**config.mk**
```make
export PLATFORM = sky130hd
export DESIGN_NAME = mips_multicycle_controller_flat
export DESIGN_NICKNAME = d
export VERILOG_FILES = /design/src/rtl/mips_multicycle_controller_if.sv /design/src/rtl/mips_multicycle_controller.sv /design/src/flat_wrapper.sv
export SDC_FILE = /design/constraint.sdc
export NUM_CORES = 1
export LEC_CHECK = 0
export ABC_AREA = 1
export CAP_MARGIN = 15
export CORE_AREA = 2 2 39 41
export CTS_BUF_LIST = sky130_fd_sc_hd__clkbuf_8
export CTS_CLUSTER_DIAMETER = 120
export DETAILED_ROUTE_END_ITERATION = 6
export DIE_AREA = 0 0 41 43
export PLACE_DENSITY = 0.83
export SLEW_MARGIN = 20
export SYNTH_ARGS = -nofsm -noshare
export SYNTH_HDL_FRONTEND = slang
export SYNTH_SLANG_ARGS = --single-unit
```
**constraint.sdc**
```tcl
create_clock -name clk -period 1.95 [get_ports clk]
set_input_delay 0.39 -clock clk [delete_from_list [all_inputs] [get_ports clk]]
set_output_delay 0.39 -clock clk [all_outputs]
set_load 0.02 [all_outputs]
```
**src/rtl/mips_multicycle_controller_if.sv**
```systemverilog
// Control bundle between the multicycle MIPS controller and its datapath/memory.
// The controller side is the master; the datapath side is the slave.
interface mips_multicycle_controller_if;
    logic [5:0] op;
    logic       zero;
    logic       memReady;
    logic       pcEn;
    logic       iorD;
    logic       memWrite;
    logic       irWrite;
    logic       regDst;
    logic       memToReg;
    logic       regWrite;
    logic       aluSrcA;
    logic [1:0] aluSrcB;
    logic [1:0] pcSrc;
    logic [1:0] aluOp;
    logic       illegalOp;
    logic [3:0] state_o;

    modport master (
        input  op, zero, memReady,
        output pcEn, iorD, memWrite, irWrite, regDst, memToReg, regWrite,
               aluSrcA, aluSrcB, pcSrc, aluOp, illegalOp, state_o
    );

    modport slave (
        output op, zero, memReady,
        input  pcEn, iorD, memWrite, irWrite, regDst, memToReg, regWrite,
               aluSrcA, aluSrcB, pcSrc, aluOp, illegalOp, state_o
    );
endinterface

```
**src/rtl/mips_multicycle_controller.sv**
```systemverilog
// Main control FSM for the multicycle MIPS-32 datapath: sequences fetch/decode/execute/
// memory/writeback and drives mux selects, write enables and the 2-bit aluOp.
module mips_multicycle_controller #(
    parameter bit MEM_WAIT_EN = 1'b1
) (
    input logic                           clk,
    input logic                           reset,
    mips_multicycle_controller_if.master  bus
);

    typedef enum logic [3:0] {
        FETCH   = 4'd0,
        DECODE  = 4'd1,
        MEMADR  = 4'd2,
        MEMRD   = 4'd3,
        MEMWB   = 4'd4,
        MEMWR   = 4'd5,
        RTYPEEX = 4'd6,
        RTYPEWB = 4'd7,
        BEQEX   = 4'd8,
        ADDIEX  = 4'd9,
        ADDIWB  = 4'd10,
        JEX     = 4'd11
    } state_t;

    localparam logic [5:0] OP_LW    = 6'b100011;
    localparam logic [5:0] OP_SW    = 6'b101011;
    localparam logic [5:0] OP_RTYPE = 6'b000000;
    localparam logic [5:0] OP_BEQ   = 6'b000100;
    localparam logic [5:0] OP_ADDI  = 6'b001000;
    localparam logic [5:0] OP_J     = 6'b000010;

    state_t state, state_nx;
    logic   mem_ok;
    logic   pc_write;
    logic   branch;
    logic   mem_write_raw;
    logic   ir_write_raw;
    logic   reg_write_raw;
    logic   illegal_raw;

    assign mem_ok = MEM_WAIT_EN ? bus.memReady : 1'b1;

    always_ff @(posedge clk or posedge reset) begin
        if (reset) state <= FETCH;
        else       state <= state_nx;
    end

    always_comb begin
        state_nx      = FETCH;
        pc_write      = 1'b0;
        branch        = 1'b0;
        mem_write_raw = 1'b0;
        ir_write_raw  = 1'b0;
        reg_write_raw = 1'b0;
        illegal_raw   = 1'b0;
        bus.iorD      = 1'b0;
        bus.regDst    = 1'b0;
        bus.memToReg  = 1'b0;
        bus.aluSrcA   = 1'b0;
        bus.aluSrcB   = 2'b00;
        bus.pcSrc     = 2'b00;
        bus.aluOp     = 2'b00;
        unique case (state)
            FETCH: begin
                bus.aluSrcB  = 2'b01;
                ir_write_raw = mem_ok;
                pc_write     = mem_ok;
                state_nx     = mem_ok ? DECODE : FETCH;
            end
            DECODE: begin
                bus.aluSrcB = 2'b11;
                unique case (bus.op)
                    OP_LW, OP_SW: state_nx = MEMADR;
                    OP_RTYPE:     state_nx = RTYPEEX;
                    OP_BEQ:       state_nx = BEQEX;
                    OP_ADDI:      state_nx = ADDIEX;
                    OP_J:         state_nx = JEX;
                    default: begin
                        state_nx    = FETCH;
                        illegal_raw = 1'b1;
                    end
                endcase
            end
            MEMADR: begin
                bus.aluSrcA = 1'b1;
                bus.aluSrcB = 2'b10;
                state_nx    = (bus.op == OP_SW) ? MEMWR : MEMRD;
            end
            MEMRD: begin
                bus.iorD = 1'b1;
                state_nx = mem_ok ? MEMWB : MEMRD;
            end
            MEMWB: begin
                bus.memToReg  = 1'b1;
                reg_write_raw = 1'b1;
            end
            MEMWR: begin
                bus.iorD      = 1'b1;
                mem_write_raw = mem_ok;
                state_nx      = mem_ok ? FETCH : MEMWR;
            end
            RTYPEEX: begin
                bus.aluSrcA = 1'b1;
                bus.aluOp   = 2'b10;
                state_nx    = RTYPEWB;
            end
            RTYPEWB: begin
                bus.regDst    = 1'b1;
                reg_write_raw = 1'b1;
            end
            BEQEX: begin
                bus.aluSrcA = 1'b1;
                bus.aluOp   = 2'b01;
                bus.pcSrc   = 2'b01;
                branch      = 1'b1;
            end
            ADDIEX: begin
                bus.aluSrcA = 1'b1;
                bus.aluSrcB = 2'b10;
                state_nx    = ADDIWB;
            end
            ADDIWB: reg_write_raw = 1'b1;
            JEX: begin
                bus.pcSrc = 2'b10;
                pc_write  = 1'b1;
            end
            default: state_nx = FETCH;
        endcase
    end

    // Strobes are masked by reset so an abort in any state (e.g. a stalled MEMWR) cannot write.
    assign bus.pcEn      = ~reset & (pc_write | (branch & bus.zero));
    assign bus.memWrite  = ~reset & mem_write_raw;
    assign bus.irWrite   = ~reset & ir_write_raw;
    assign bus.regWrite  = ~reset & reg_write_raw;
    assign bus.illegalOp = ~reset & illegal_raw;
    assign bus.state_o   = state;

endmodule

```
**src/flat_wrapper.sv**
```systemverilog
// flat-port wrapper written by rule: the top's interface ports become plain ports
module mips_multicycle_controller_flat 
#(
    parameter bit MEM_WAIT_EN = 1'b1
)
  (clk, reset, bus_op, bus_zero, bus_memReady, bus_pcEn, bus_iorD, bus_memWrite, bus_irWrite, bus_regDst, bus_memToReg, bus_regWrite, bus_aluSrcA, bus_aluSrcB, bus_pcSrc, bus_aluOp, bus_illegalOp, bus_state_o);
  mips_multicycle_controller_if bus_i ();
  input logic clk;
  input logic reset;
  input wire logic [$bits(bus_i.op)-1:0] bus_op;
  input wire logic [$bits(bus_i.zero)-1:0] bus_zero;
  input wire logic [$bits(bus_i.memReady)-1:0] bus_memReady;
  output wire logic [$bits(bus_i.pcEn)-1:0] bus_pcEn;
  output wire logic [$bits(bus_i.iorD)-1:0] bus_iorD;
  output wire logic [$bits(bus_i.memWrite)-1:0] bus_memWrite;
  output wire logic [$bits(bus_i.irWrite)-1:0] bus_irWrite;
  output wire logic [$bits(bus_i.regDst)-1:0] bus_regDst;
  output wire logic [$bits(bus_i.memToReg)-1:0] bus_memToReg;
  output wire logic [$bits(bus_i.regWrite)-1:0] bus_regWrite;
  output wire logic [$bits(bus_i.aluSrcA)-1:0] bus_aluSrcA;
  output wire logic [$bits(bus_i.aluSrcB)-1:0] bus_aluSrcB;
  output wire logic [$bits(bus_i.pcSrc)-1:0] bus_pcSrc;
  output wire logic [$bits(bus_i.aluOp)-1:0] bus_aluOp;
  output wire logic [$bits(bus_i.illegalOp)-1:0] bus_illegalOp;
  output wire logic [$bits(bus_i.state_o)-1:0] bus_state_o;
  assign bus_i.op = bus_op;
  assign bus_i.zero = bus_zero;
  assign bus_i.memReady = bus_memReady;
  assign bus_pcEn = bus_i.pcEn;
  assign bus_iorD = bus_i.iorD;
  assign bus_memWrite = bus_i.memWrite;
  assign bus_irWrite = bus_i.irWrite;
  assign bus_regDst = bus_i.regDst;
  assign bus_memToReg = bus_i.memToReg;
  assign bus_regWrite = bus_i.regWrite;
  assign bus_aluSrcA = bus_i.aluSrcA;
  assign bus_aluSrcB = bus_i.aluSrcB;
  assign bus_pcSrc = bus_i.pcSrc;
  assign bus_aluOp = bus_i.aluOp;
  assign bus_illegalOp = bus_i.illegalOp;
  assign bus_state_o = bus_i.state_o;
  mips_multicycle_controller #(.MEM_WAIT_EN(MEM_WAIT_EN)) u_core (.clk(clk), .reset(reset), .bus(bus_i));
endmodule
```
# --- Word-level counts from Yosys, hierarchy flattened ---
# Cells that the tools add are included.
totals:
  inputBits: 10
  out_inout_bits: 19
  reg_bits: 4
op_classes:
  n_eq_ne: 16
  n_bitwise: 8
  mux: 20
  reduce_logical: 8
ops:
  columns: ["op", "count"]
  rows:
  - ["4-bit case mux with 7 select lines", 1]
  - ["4-bit case mux with 5 select lines", 1]
  - ["4-bit by 3-bit equality test with 1-bit output, second input constant", 4]
  - ["4-bit equality test, second input constant", 4]
  - ["6-bit equality test, second input constant", 2]
  - ["1-bit two-way mux", 11]
  - ["3-bit two-way mux", 3]
  - ["4-bit by 2-bit equality test with 1-bit output, second input constant", 2]
  - ["2-bit case mux with 2 select lines", 2]
  - ["1-bit AND", 6]
  - ["6-bit by 2-bit equality test with 1-bit output, second input constant", 1]
  - ["6-bit by 3-bit equality test with 1-bit output, second input constant", 1]
  - ["6-bit by 4-bit equality test with 1-bit output, second input constant", 1]
  - ["6-bit zero test", 1]
  - ["2-bit case mux with 3 select lines", 1]
  - ["2-bit OR reduction", 3]
  - ["6-bit OR reduction", 1]
  - ["4-bit by 1-bit equality test with 1-bit output, second input constant", 1]
  - ["4-bit zero test", 1]
  - ["4-bit OR reduction", 1]
  - ["3-bit OR reduction", 1]
  - ["1-bit case mux with 2 select lines", 1]
  - ["1-bit inverter", 1]
  - ["1-bit bitwise OR", 1]

# --- Logic depth before layout (Yosys ltp) ---
# Gate-level depths: netlist of run 1.
depth:
  depth_word: 5
  mapped_depth: 7

# --- Worst setup path before layout of run 1 ---
# OpenSTA, ideal clock, no wires.
synth_path:
  kind: "reg-to-output"
  startpoint: "register u_core.state[2] (netlist: u_core.bus.state_o[2])"
  endpoint: "output bus_memWrite"
  t_arrival_ns: 1.310
  n_path_buf: 0
  path_slack_ns: 0.250
  stages_incl_launch_ff: 5
  cell_sequence: "dfrtp_1 inv_2 nor2_4 nand2_1 nor3_1"
synth_via:
  elab_chain_cells: 3
synth_rtl:
  columns: ["item", "line", "source"]
  rows:
  - ["from (decl)", "mips_multicycle_controller.sv:33", "state_t state, state_nx;"]
  - ["from (signal assigned)", "mips_multicycle_controller.sv:46", "else state <= state_nx;"]
  - ["4-bit by 3-bit equality test with 1-bit output", "mips_multicycle_controller.sv:64", "unique case (state)"]
  - ["1-bit two-way mux", "mips_multicycle_controller.sv:64", null]
  - ["1-bit AND", "mips_multicycle_controller.sv:134", "assign bus.memWrite = ~reset & mem_write_raw;"]
  - ["to (decl)", "flat_wrapper.sv:15", "output wire logic [$bits(bus_i.memWrite)-1:0] bus_memWrite;"]
# Every way passes these cells.

# --- Final worst setup path of run 1 ---
layout_path:
  startpoint: "input bus_op[2]"
  endpoint: "output bus_illegalOp"
layout_via:
  elab_chain_cells: 5
  elab_cells_between_ends: 10
layout_rtl:
  columns: ["item", "line", "source"]
  rows:
  - ["from (decl)", "flat_wrapper.sv:10", "input wire logic [$bits(bus_i.op)-1:0] bus_op;"]
  - ["6-bit equality test (tied with other cells)", "mips_multicycle_controller.sv:73", "unique case (bus.op)"]
  - ["6-bit OR reduction (no line) (*)", null, null]
  - ["1-bit two-way mux (*)", "mips_multicycle_controller.sv:73", null]
  - ["1-bit two-way mux (*)", "mips_multicycle_controller.sv:64", null]
  - ["1-bit AND (*)", "mips_multicycle_controller.sv:137", "assign bus.illegalOp = ~reset & illegal_raw;"]
  - ["to (decl)", "flat_wrapper.sv:24", "output wire logic [$bits(bus_i.illegalOp)-1:0] bus_illegalOp;"]
# Mark *: on every way between the ends. The rest lies on a longest branch, timed or not.

==> flow_summary_export.csv, run 1 <==
group,metric,value,unit
power_and_ir_drop,p_int,0.000518,W
clocking,cts_max_level,1,
clocking,clock_path_buffers,2,
worst_setup_path,cp_slowest_stage_delay,0.50,ns
worst_setup_path,reg2reg_depth,7,
timing,fmax,526,MHz
global_route,grt_overflow_total,0,
timing,tightestPinTransition,0.224,ns
clocking,clkTransAtPathRegs,0.03,ns
final_layout,fillers,123,
power_and_ir_drop,power_frac_comb,66.4,%
routing,ant_nets,0,
global_route,top_usage_layer,"met2",
logic_synthesis,syn_area_per_cell,5.46,µm²
timing,maxSlewViolCount,0,
floorplanning,die-area,1760,µm²
worst_setup_path,cp.required,1.56,ns
clocking,hold_buffers,0,
floorplanning,die_w,41,µm
global_route,grt_pass1_wl,2530,µm
logic_synthesis,netlist_instances,100,
final_layout,multi_input_area,368,µm²
placed_design,place_ws,-0.345,ns
timing,layout_min_cycle_time,1.90,ns
logic_synthesis,syn_nets,110,
status,status,"finished clean",
final_layout,diodes,0,
floorplanning,placementRows,14,
global_route,grt_usage,21.1,%
floorplanning,die_h,43,µm
logic_synthesis,synth-seq-cells,4,
worst_setup_path,crit_chain,"clkdlybuf4s50_1, inv_1, nor2_1, nand3_1, nand3_1, nor2_1, buf_2",
global_route,use_met3,1.57,%
flow_run,cap_violations,0,
timing,relSlewSlack,85.0,%
power_and_ir_drop,seqPwrFrac,15.9,%
timing,finalCritPeriodShare,97.5,%
routing,first_pass_iters,4,
worst_setup_path,cp_slowest_cell,"clkdlybuf4s50_1",
placed_design,hpwl,1360,µm
clocking,cts_tree,"done",
clocking,insertion_delay,0.22,ns
worst_setup_path,r2r-start,"u_core.bus.state_o[3]",
routing,drt-total-wl,1610,µm
logic_synthesis,synth_area,546,µm²
timing,fin_setup_tns,0,ns
power_and_ir_drop,irDropWorstVdd,0.000438,V
worst_setup_path,crit_type,"input port to primary output",
global_route,grt_max_degree,6,
floorplanning,initial_core_util,39.4,%
worst_setup_path,cp-start-kind,"input port",
timing,rsz0062_at_grt,"yes",
worst_setup_path,worstPathArrival,1.51,ns
final_layout,finalNetCount,156,
power_and_ir_drop,power_switching,0.000482,W
routing,drc_errors,0,
power_and_ir_drop,clockPowerShare,17.7,%
routing,via_per_inst,4.81,
global_route,grt_antenna_before_repair,0,
global_route,grt_use_met1,19.3,%
global_route,grt_pass1_vias,690,
placed_design,gp_congestion,0.812,
final_layout,drive_above_1_share,27.1,%
worst_setup_path,crit_fanout,3,
final_layout,register_area,101,µm²
global_route,grt_util_met2,38.8,%
logic_synthesis,ys_seq_area_share,18.3,%
final_layout,largest_reg_flops,4,
routing,drt-initial-drc-count,8,
routing,wl_per_cell,10.1,µm
clocking,clockRootBuffer,"clkbuf_8",
timing,setup_viol,0,
floorplanning,core_area,1380,µm²
worst_setup_path,r2r_setup_slack,0.74,ns
timing,skew,0.00505,ns
clocking,clock-sinks,4,
logic_synthesis,synth_warnings,0,
timing,finalWorstSetupSlack,0.0488,ns
hold_path,hp-class,"input port to async pin",
placed_design,numPortBuffers,28,
final_layout,area_growth,76.4,%
power_and_ir_drop,power.leakage,0.622,nW
worst_setup_path,endpoint_kind,"primary output",
routing,route.vias.total,769,
power_and_ir_drop,power_density,1040,nW/µm²
worst_setup_path,r2r_end,"u_core.bus.state_o[2]",
timing,final-hold-violation-count,0,
floorplanning,io_pins,29,
power_and_ir_drop,p_sw_share,48.2,%
clocking,cts_buffers,3,
logic_synthesis,synth.distinct_cells,14,
-- power by group through the flow --
stage / Clock, W / Combinational, W / Sequential [W]
finish: 0.000178 / 0.000664 / 0.000159
CTS: 0.000181 / 0.000675 / 0.000154
global route: 0.000182 / 0.000728 / 0.000161
detailed placement: 0 / 0.000726 / 0.000155
floorplan: 0 / 0.000358 / 0.000186
global placement: 0 / 0.000711 / 0.000156
-- synth_stat cells --
| cell | n | area share (%) |
|---|---|---|
| a21oi_2 | 1 | 1.6 |
| nor3_1 | 1 | 0.92 |
| nor2_4 | 5 | 10 |
| nand3_1 | 16 | 15 |
| buf_4 | 1 | 1.4 |
| nand2_1 | 26 | 18 |
| nand3b_1 | 1 | 1.4 |
| o21ai_0 | 1 | 0.92 |
| inv_2 | 4 | 2.8 |
| nor2_1 | 19 | 13 |
| dfrtp_1 | 4 | 18 |
| nand2_2 | 4 | 4.6 |
| nor2_2 | 1 | 1.1 |
| inv_1 | 16 | 11 |
-- timing repair --
action / in CTS / in global routing
setup endpoints to repair: 15 / 5
resized for setup: 18 / 12
pin swaps: 0 / 0
buffers inserted: 0 / 0
-- area by class of cell --
class / count / share of cell area, %
tap: 16 / 2.08
sequential: 4 / 10.5
inverter: 20 / 7.80
multi-input combinational: 75 / 38.2
clock buffer: 3 / 4.29
timing repair buffer: 42 / 37.1
-- critical path: cells and delay by family --
family	cells	cell delay [ns]
AND/OR/NAND/NOR	4	0.37
buffers and inverters	3	0.74
-- per-layer routing --
metal	vias to the layer above	share of wire (%)
met5	-	0
met4	0	4.5
met3	9	5.6
met2	31	55
met1	336	35
li1	393	-
-- stage by stage --
stage	cells	hold slack (ns)	total power (W)	area, µm²	utilization, %
final	160	0.610	0.00100	962	69.5
after global routing	160	0.646	0.00107	962	69.5
after CTS	160	0.602	0.00101	971	70.2
after detailed placement	157	0.741	0.000881	943	68.2
after global placement	157	0.733	0.000867	943	68.2
after floorplan	100	0.173	0.000545	546	-
-- placed cells by master (no fill, tap or decap), drive strengths merged --
| cell | Yosys | final |
|---|---|---|
| nand2 | 30 | 30 |
| nor2 | 25 | 25 |
| inv | 20 | 20 |
| nand3 | 16 | 16 |
| buf | 1 | 15 |
| clkdlybuf4s50 | 0 | 11 |
| dlygate4sd2 | 0 | 11 |
| clkbuf | 0 | 6 |
| dfrtp | 4 | 4 |
| dlymetal6s2s | 0 | 2 |
| o21ai | 1 | 1 |
| a21oi | 1 | 1 |
| nor3 | 1 | 1 |
| nand3b | 1 | 1 |
-- worst max-delay path by stage --
stage	from	to	slack, ns	depth (start not counted)
after floorplan	u_core.bus.state_o[2]	bus_memWrite	0.25	4
after global placement	bus_op[3]	bus_illegalOp	-0.30	6
after CTS	bus_op[2]	bus_illegalOp	-0.04	7
after detailed placement	bus_op[5]	bus_illegalOp	-0.35	6
after global routing	bus_op[2]	bus_illegalOp	-0.006	6
final	bus_op[2]	bus_illegalOp	0.05	7
-- cells by family (layout without fill, tap and decap cells) --
kind of cell	count (synthesis)	in the layout	share of synthesized area, %
buffers and inverters	21	65	15.1
AND/OR/NAND/NOR	73	73	64.0
flip-flops	4	4	18.3
AO/OA/AOI/OAI	2	2	2.52
No activity file was read; power rests on OpenSTA's default activity.
==> inputs of run 2 (changes only) <==
--- a/config.mk
+++ b/config.mk
@@ -7,12 +7,12 @@
 export LEC_CHECK = 0
 export ABC_AREA = 1
 export CAP_MARGIN = 15
-export CORE_AREA = 2 2 39 41
+export CORE_MARGIN = 5
+export CORE_UTILIZATION = 40
 export CTS_BUF_LIST = sky130_fd_sc_hd__clkbuf_8
-export CTS_CLUSTER_DIAMETER = 120
+export CTS_CLUSTER_DIAMETER = 40
 export DETAILED_ROUTE_END_ITERATION = 6
-export DIE_AREA = 0 0 41 43
-export PLACE_DENSITY = 0.83
+export PLACE_DENSITY = 0.82
 export SLEW_MARGIN = 20
 export SYNTH_ARGS = -nofsm -noshare
 export SYNTH_HDL_FRONTEND = slang
==> constraint.sdc (replaced) <==
create_clock -name clk -period 1.8 [get_ports clk]
set_input_delay 0.36 -clock clk [delete_from_list [all_inputs] [get_ports clk]]
set_output_delay 0.36 -clock clk [all_outputs]
set_load 0.02 [all_outputs]
==> run 2 against run 1 <==
Effect of this change:
- largest power group unchanged
- worst setup slack lost 0.070 ns
- register-to-register slack lost 0.23 ns
- critical path type unchanged
- worst hold slack got worse by 0.0065 ns
- sequential power up 18%
- the flow now finishes with violations (negative setup slack)
- final cell count increased by 3.1%
- total power is 18% higher
- core utilization grew 9.4 points
- sequential share of layout area shrank 0.30 points
- global-route usage shrank 0.58 points
- clock power grew 6%
- routed wire length rose by 22%
==> flow_summary_export.csv, run 2 (synthesis results as in run 1) <==
group,metric,value,unit
hold_path,hp-class,"input port to async pin",
global_route,grt_usage,20.5,%
timing,relSlewSlack,83.9,%
worst_setup_path,crit_fanout,4,
timing,final-hold-violation-count,0,
worst_setup_path,reg2reg_depth,8,
power_and_ir_drop,power.leakage,0.631,nW
power_and_ir_drop,p_total,0.00118,W
global_route,grt_antenna_before_repair,0,
routing,route.vias.total,809,
placed_design,gp_congestion,0.937,
placed_design,numPortBuffers,28,
floorplanning,placementRows,13,
worst_setup_path,worstPathArrival,1.46,ns
global_route,grt_overflow_total,0,
floorplanning,core_area,1300,µm²
clocking,cts_tree,"done",
final_layout,layout_common_cells,"nand2_1 (24), buf_4 (22), inv_1 (16), nor2_1 (15), nand3_1 (14)",
final_layout,finalNetCount,162,
final_layout,fin_area,1030,µm²
timing,maxSlewViolCount,0,
clocking,insertion_delay,0.22,ns
placed_design,hpwl,1650,µm
worst_setup_path,cp_slowest_cell,"clkdlybuf4s50_1",
routing,met1Wirelength,637,µm
timing,setup_viol,1,
global_route,grt_pass1_wl,3170,µm
timing,rsz0062_at_grt,"yes",
global_route,grt_max_degree,7,
routing,maxUsedRoutingLayer,"met4",
routing,drt-initial-drc-count,13,
global_route,grt_pass1_vias,803,
floorplanning,die_h,46.9,µm
clocking,clock_path_buffers,2,
final_layout,drive_above_1_share,41.3,%
routing,via_per_inst,4.90,
routing,wl_met2,1100,µm
final_layout,layout_commonest_cell,"nand2_1",
worst_setup_path,cp_slowest_stage_delay,0.47,ns
routing,wl_per_cell,11.9,µm
routing,drt-total-wl,1970,µm
routing,met3_length,172,µm
timing,fin_setup_tns,-0.0207,ns
floorplanning,initial_core_util,41.9,%
routing,ant_nets,0,
clocking,clock-sinks,4,
timing,tightestPinTransition,0.240,ns
power_and_ir_drop,irDropWorstVdd,0.000708,V
flow_run,cap_violations,0,
worst_setup_path,crit_type,"input port to primary output",
timing,skew,0.00401,ns
worst_setup_path,cp-start-kind,"input port",
clocking,cts_max_level,1,
floorplanning,die_w,46.9,µm
floorplanning,die-area,2200,µm²
worst_setup_path,endpoint_kind,"primary output",
placed_design,place_ws,-0.467,ns
final_layout,area_growth,88.3,%
clocking,clkTransAtPathRegs,0.03,ns
worst_setup_path,crit_chain,"clkdlybuf4s50_1, nor2_1, nand3_1, nand3_1, nor2_1, buf_4",
placed_design,dpl-instance-area,987,µm²
final_layout,largest_reg_flops,4,
final_layout,diodes,0,
timing,layout_min_cycle_time,1.82,ns
clocking,hold_buffers,0,
timing,finalWorstSetupSlack,-0.0207,ns
clocking,cts_buffers,3,
timing,fmax,549,MHz
timing,finalCritPeriodShare,101,%
status,failed_checks,"negative setup slack",
clocking,post-cts-setup-buffer-count,0,
routing,drc_errors,0,
timing,holdWs,0.604,ns
worst_setup_path,cp.required,1.44,ns
status,status,"finished, violations left",
clocking,clockRootBuffer,"clkbuf_8",
routing,first_pass_iters,5,
power_and_ir_drop,power_density,1140,nW/µm²
floorplanning,io_pins,29,
-- run 2: changes by cell type in the layout (fill, tap and decap cells not counted), moves of 2 or more --
cell             before  now
dlygate4sd2_1        11    2
buf_4                14   22
dfrtp_1               3    0
dfrtp_2               1    4
buf_2                 1    3
clkbuf_2              3    5
clkdlybuf4s15_1       0    2
nand2_1              26   24
nand2_2               4    6
nand3_1              16   14
nand3_2               0    2
nor2_1               17   15
-- run 2: path summary, 6_finish.rpt --
path	slack, ns	startpoint	end
max	-0.02	bus_op[3]	bus_illegalOp
min	0.60	reset	u_core.bus.state_o[1]
max reg2reg	0.51	u_core.bus.state_o[0]	u_core.bus.state_o[1]
min reg2reg	0.79	u_core.bus.state_o[2]	u_core.bus.state_o[3]
max in group asynchronous	1.08	reset	u_core.bus.state_o[3]
min in group clk	0.69	bus_op[1]	u_core.bus.state_o[3]
-- run 2: what timing repair did --
action                     in CTS  in global routing
gates resized for setup        44                 23
setup endpoints to repair      15                 12
pin swaps                       1                  4
-- run 2: report_power, final --
part           leakage [nW]  internal (W)  switching [W]
Clock                0.0216      0.000142      0.0000460
Sequential           0.0477      0.000124      0.0000637
Combinational         0.562      0.000336       0.000463
Total                 0.631      0.000603       0.000573
-- run 2: metal layers --
metal / track usage [%] / vias to the layer above
li1: - / 400
met1: 17.9 / 355
met2: 41.2 / 46
met3: 3.83 / 8
met4: 13.3 / 0
met5: 0 / -
-- run 2: layout make-up --
type                       instances  area (µm²)
clock buffer                       3        41.3
fill                             103         274
inverter                          20        75.1
multi-input combinational         75         398
sequential                         4         105
tap                               15        18.8
timing repair buffer              48         389
-- run 2: critical path, delay by kind of cell --
family,cells,cell delay [ns]
buffers and inverters,2,0.62
AND/OR/NAND/NOR,4,0.47
-- run 2: stage by stage --
step	cells	util, %
2_1_floorplan	100	-
3_3_place_gp	162	75.9
3_5_place_dp	162	75.9
4_1_cts	165	78.8
5_1_grt	165	78.9
6_report	165	78.9
==> RTL change 1, RTL diff (config.mk and constraints of run 2) <==
`MEM_WAIT_EN` is set to 1'b1 in 2 places; all go to 1'b0.
--- a/src/rtl/mips_multicycle_controller.sv
+++ b/src/rtl/mips_multicycle_controller.sv
@@ -1,7 +1,7 @@
 // Main control FSM for the multicycle MIPS-32 datapath: sequences fetch/decode/execute/
 // memory/writeback and drives mux selects, write enables and the 2-bit aluOp.
 module mips_multicycle_controller #(
-    parameter bit MEM_WAIT_EN = 1'b1
+    parameter bit MEM_WAIT_EN = 1'b0
 ) (
     input logic                           clk,
     input logic                           reset,
--- a/src/flat_wrapper.sv
+++ b/src/flat_wrapper.sv
@@ -1,7 +1,7 @@
 // flat-port wrapper written by rule: the top's interface ports become plain ports
 module mips_multicycle_controller_flat 
 #(
-    parameter bit MEM_WAIT_EN = 1'b1
+    parameter bit MEM_WAIT_EN = 1'b0
 )
   (clk, reset, bus_op, bus_zero, bus_memReady, bus_pcEn, bus_iorD, bus_memWrite, bus_irWrite, bus_regDst, bus_memToReg, bus_regWrite, bus_aluSrcA, bus_aluSrcB, bus_pcSrc, bus_aluOp, bus_illegalOp, bus_state_o);
   mips_multicycle_controller_if bus_i ();
Behaviour: not the same (a bounded check fails within 4 cycles, from zero or initial values and one cycle with reset high).
==> RTL change 1 against run 2 <==
  * Total power down 1.2%
  * Sequential power down 9%
  * Wire length up 2.1%
  * Via count down 6.2%
  * Synthesized area down 11%
  * Final area down 7.9%
  * Clock skew up 0.0014 ns
  * Worst setup slack better by 0.060 ns
  * Sequential cell count unchanged
  * Maximum frequency up 3.4%
  * Highest routed layer unchanged
==> RTL change 1: results (changes against run 2) <==
[final_layout]
final_layout_size_suffix_gt1_share_pct = 42.2  ; +0.89 points
design.final.nets = 147  ; -9.3%
antenna_fix_cells = 0  ; unchanged
nFillCells = 79  ; -23%

[yosys]
commonest_cells_post_synth = nand2_1 (23), inv_1 (15), nor2_1 (14), nand3_1 (9), o21ai_0 (5)
number_of_distinct_standard_cells_referenced_by_the_synthesized_netlist = 17  ; +3
postSynthCellCount = 89  ; -11%
synth_area_leaders = dfrtp_1 (21%), nand2_1 (18%), inv_1 (12%)
synth-seq-area-share_pct = 20.6  ; +2.2 points
net_count_after_synthesis = 99  ; -10%

[grt]
grt_pass1_vias = 773  ; -3.7%
grt_util_all_layers_pct = 20.4  ; -0.10 points
first_pass_grt_wire_length_mm = 3.02  ; -4.8%
grtUsageMet2_pct = 40.4  ; -0.79 points
antenna_found_initial = 0  ; unchanged
grtUsageMet1_pct = 16.5  ; -1.4 points
grtUsageMet3_pct = 3.98  ; +0.15 points
largest_net_degree_at_the_start_of_global_routing = 7  ; unchanged

[clocking]
numCtsBuffers = 3  ; unchanged
number_of_buffers_on_the_longest_clock_path = 2  ; unchanged
post-cts-setup-buffers = 0  ; unchanged
htreeDepth = 1  ; unchanged

[drt]
detail_route.iter0.violations = 11  ; -2
antenna_violating_nets_post_route = 0  ; unchanged
routed_length_per_instance_um = 13.5  ; +13%
drt_first_pass_iters = 4  ; -1
vias_per_cell = 5.09  ; +3.9%
routed-via-count = 759  ; -6.2%

[pwr]
p_leak_nw = 0.591  ; -6.5%
clock_power_share_pct = 17.0  ; +1.0 points
ir_worst_vdd_mv = 0.797  ; +13%
netSwitchingPower_mw = 0.568  ; -0.89%
power_in_the_clock_group_mw = 0.198  ; +5%
p_comb_share_pct = 68.3  ; +0.3 points

[placed_design]
total_placed_cells_including_tap_cells = 146  ; -9.9%
placement.setup.worst_slack_ns = -0.601  ; -0.134 ns
io_buffer_count = 27  ; -3.6%
final_gp_congestion = 0.801  ; -14%
placement.cell_area_um2 = 900  ; -8.9%
place.detailed.hpwl_mm = 1.51  ; -8.2%

[critical_path]
cp_data_arrival_time_ns = 1.40  ; -0.06 ns
worstReg2RegStart = u_core.bus.state_o[1]$_DFF_PP0_
path_max_fanout = 6  ; +2
crit_path_start_kind = register

[sta]
finalClockSkew_ns = 0.00544  ; +0.00143 ns
max_slew.worst_pin.slew_ns = 0.228  ; -0.0124 ns
layout_setup_ws_ns = 0.0394  ; +0.0601 ns
timing.final.setup_violations = 0  ; -1

[run_status]
outcome = finished clean

-- RTL change 1: cell count changes in the layout (fill, tap and decap cells not counted), moves of 3 or more --
cell,delta
nor2_1,-7
clkdlybuf4s50_1,-5
nand2_2,-5
nand3_1,-5
buf_4,-4
dlymetal6s2s_1,+3
inv_1,-3
-- RTL change 1: layer usage --
metal  routed length (µm)  vias up
met5                    0        -
met4                   80        0
met3                  173       10
met2                 1040       40
met1                  720      343
li1                     -      366
-- RTL change 1: kinds of logic after synthesis --
| logic type | Yosys count | synth area share, % |
|---|---|---|
| AND/OR/NAND/NOR | 54 | 50.9 |
| buffers and inverters | 20 | 16.2 |
| flip-flops | 4 | 20.6 |
| AO/OA/AOI/OAI | 11 | 12.3 |
-- RTL change 1: final cells by class --
cell class	instances	area, µm²	share of cell area [%]
Tap cell	14	17.5	1.85
Multi-Input combinational cell	65	363	38.4
Sequential cell	4	103	10.8
Clock buffer	3	41.3	4.37
Timing Repair Buffer	44	348	36.8
Inverter	19	73.8	7.80
-- RTL change 1: path summary, 6_finish.rpt --
check	endpoint	cells after the start	slack (ns)
min in group clk	u_core.bus.state_o[2]$_DFF_PP0_	4	0.59
max	bus_state_o[1]	2	0.04
min reg2reg	u_core.bus.state_o[3]$_DFF_PP0_	3	0.74
max in group asynchronous	u_core.bus.state_o[2]$_DFF_PP0_	3	1.14
min	u_core.bus.state_o[1]$_DFF_PP0_	3	0.54
max reg2reg	u_core.bus.state_o[2]$_DFF_PP0_	5	0.57
-- RTL change 1: repair_timing --
action,4_1_cts,5_1_grt
gates cloned,0,0
gates resized for setup,41,34
setup endpoints to repair,15,13
pin swaps,4,2
-- RTL change 1: worst max-delay path, cell delays in order, from the launching register on --
cell	delay [ns]
dfrtp_2	0.45
buf_4	0.13
clkdlybuf4s50_1	0.60
==> RTL change 2, RTL diff (config.mk and constraints of run 2) <==
Made on the original files. Make the reset (`reset`) synchronous in one clocked block.
--- a/src/rtl/mips_multicycle_controller.sv
+++ b/src/rtl/mips_multicycle_controller.sv
@@ -41,7 +41,7 @@
 
     assign mem_ok = MEM_WAIT_EN ? bus.memReady : 1'b1;
 
-    always_ff @(posedge clk or posedge reset) begin
+    always_ff @(posedge clk) begin
         if (reset) state <= FETCH;
         else       state <= state_nx;
     end
Formal check against the unedited RTL: differs if reset is asserted again (counterexample within 4 cycles, from zero or initial values and one cycle with reset high); with reset held inactive, the same outputs for 10 cycles.
==> RTL change 2 against run 2 <==
  * Wire length up 0.86%
  * Critical path depth up 1
  * Synthesized cell count down 2.0%
  * Final area down 2.6%
  * First-iteration DRC count up 31%
  * Count of clock-buffer cells in the layout unchanged
  * Synthesized area down 5.3%
  * Worst setup slack better by 0.12 ns
  * Sequential cell count unchanged
Power is not compared: it rests on default switching activity, and its combinational part moved more than twofold at a synthesized area within 25%.
==> RTL change 2: results (changes against run 2) <==
[run_status]
outcome = finished clean

[placed_design]
total_placed_cells_including_tap_cells = 161  ; -0.62%
placement.cell_area_um2 = 976  ; -1.1%
place.detailed.hpwl_mm = 1.59  ; -3.4%
final_gp_congestion = 0.916  ; -2.2%

[grt]
grtUsageMet3_pct = 2.77  ; -1.1 points
first_pass_grt_wire_length_mm = 3.19  ; +0.85%
grtUsageMet1_pct = 19.8  ; +1.9 points
grtUsageMet2_pct = 37.9  ; -3.3 points
grt_util_all_layers_pct = 20.8  ; +0.31 points
grt_pass1_vias = 841  ; +4.7%
largest_net_degree_at_the_start_of_global_routing = 6  ; -1

[yosys]
ys.flop_type = dfxtp_1
synth_area_leaders = nand2_1 (18%), dfxtp_1 (15%), nor2_1 (12%)
net_count_after_synthesis = 108  ; -1.8%
synthesis.yosys.warnings = 0  ; unchanged
number_of_distinct_standard_cells_referenced_by_the_synthesized_netlist = 20  ; +6
synth-seq-area-share_pct = 15.5  ; -2.9 points
commonest_cells_post_synth = nand2_1 (25), nor2_1 (17), inv_1 (12), nand3_1 (9), nor2_2 (7)
postSynth.asyncResetShare_pct = 0  ; -100 points
postSynthAreaPerCell_um2 = 5.27  ; -3.3%

[clocking]
htreeDepth = 1  ; unchanged
cts-root-buf = clkbuf_8
clkTransAtPathRegs_ns = 0.03  ; about the same

[final_layout]
design.final.nets = 161  ; -0.62%
largest_register_ffs = 4  ; unchanged
final_layout_size_suffix_gt1_share_pct = 36.9  ; -4.4 points
antenna_fix_cells = 0  ; unchanged
nFillCells = 109  ; +5.8%

[drt]
drt_first_pass_iters = 4  ; -1
detail_route.iter0.violations = 17  ; +4
finalWirelength_mm = 1.99  ; +0.86%
routed-via-count = 818  ; +1.1%
vias_per_cell = 4.99  ; +1.7%

[sta]
finalClockSkew_ns = 0.000159  ; -0.00386 ns
max_slew.worst_pin.slew_ns = 0.267  ; +0.0268 ns

[worst_hold_path]
hold_class = primary input to register

[critical_path]
worst_path_max_delay_cell = dfxtp_1
cp_data_arrival_time_ns = 1.34  ; -0.12 ns
largest_stage_delay_on_the_critical_path_ns = 0.33  ; -0.14 ns

RTL change 2: cell types whose count changed after synthesis, sizes merged, moves of 3 or more:
cell / change
a21oi: +3
dfrtp: -4
dfxtp: +4
inv: -4
nand2: -4
nand3: -7
o21ai: +5
RTL change 2: per-layer routing:
metal / part of all wire [%] / vias to the layer above
li1: - / 410
met1: 38 / 355
met2: 50 / 41
met3: 6.8 / 12
met4: 5.5 / 0
met5: 0 / -
RTL change 2: cells by family after synthesis:
kind of cell / Yosys count / synth area share [%]
buf+inv: 18 / 13.8
compound gates: 13 / 15.3
flops: 4 / 15.5
simple gates: 63 / 55.4
RTL change 2: area by class of cell:
class,instances,area [µm²],share of cell area (%)
Timing Repair Buffer,50,419,41.9
Clock buffer,3,41.3,4.13
Sequential cell,4,82.6,8.25
Tap cell,15,18.8,1.88
Inverter,16,60.1,6.00
Multi-Input combinational cell,76,379,37.9
RTL change 2: tightest hold or removal path, delay by kind of cell:
family,cells,cell delay (ns)
buffers and inverters,1,0.14
and+or+nand+nor,4,0.30
RTL change 2: report_power, final:
group | switching (mW) | total, mW | internal (mW)
Clock | 0.0447 | 0.187 | 0.142
Combinational | 0.0637 | 0.118 | 0.0548
Sequential | 0.00249 | 0.0939 | 0.0915
RTL change 2: worst paths after layout:
check | endpoint | start | cells after the start | slack [ns]
setup / recovery | bus_regWrite | u_core.bus.state_o[0]$_SDFF_PP0_ | 7 | 0.1
setup reg to reg | u_core.bus.state_o[1]$_SDFF_PP0_ | u_core.bus.state_o[3]$_SDFF_PP0_ | 9 | 0.48
hold reg to reg | u_core.bus.state_o[3]$_SDFF_PP0_ | u_core.bus.state_o[0]$_SDFF_PP0_ | 5 | 0.80
hold / removal | u_core.bus.state_o[2]$_SDFF_PP0_ | bus_memReady | 5 | 0.62
RTL change 2: timing repair:
item | 4_1_cts | 5_1_grt
gates resized for setup | 39 | 14
pin swaps | 2 | 3
setup endpoints to repair | 15 | 9
hold buffers | 0 | 0
RTL change 2: metrics by stage:
stage	TNS, ns	power (mW)	setup WS, ns	utilization, %
finish	0	0.400	0.0979	78.9
global route	0	0.417	0.00737	78.9
global placement	-1.96	0.214	-0.482	76.9
floorplan	0	0.147	0.0666	-
CTS	0	0.399	0.00786	78.6
detailed placement	-2.08	0.218	-0.527	76.9
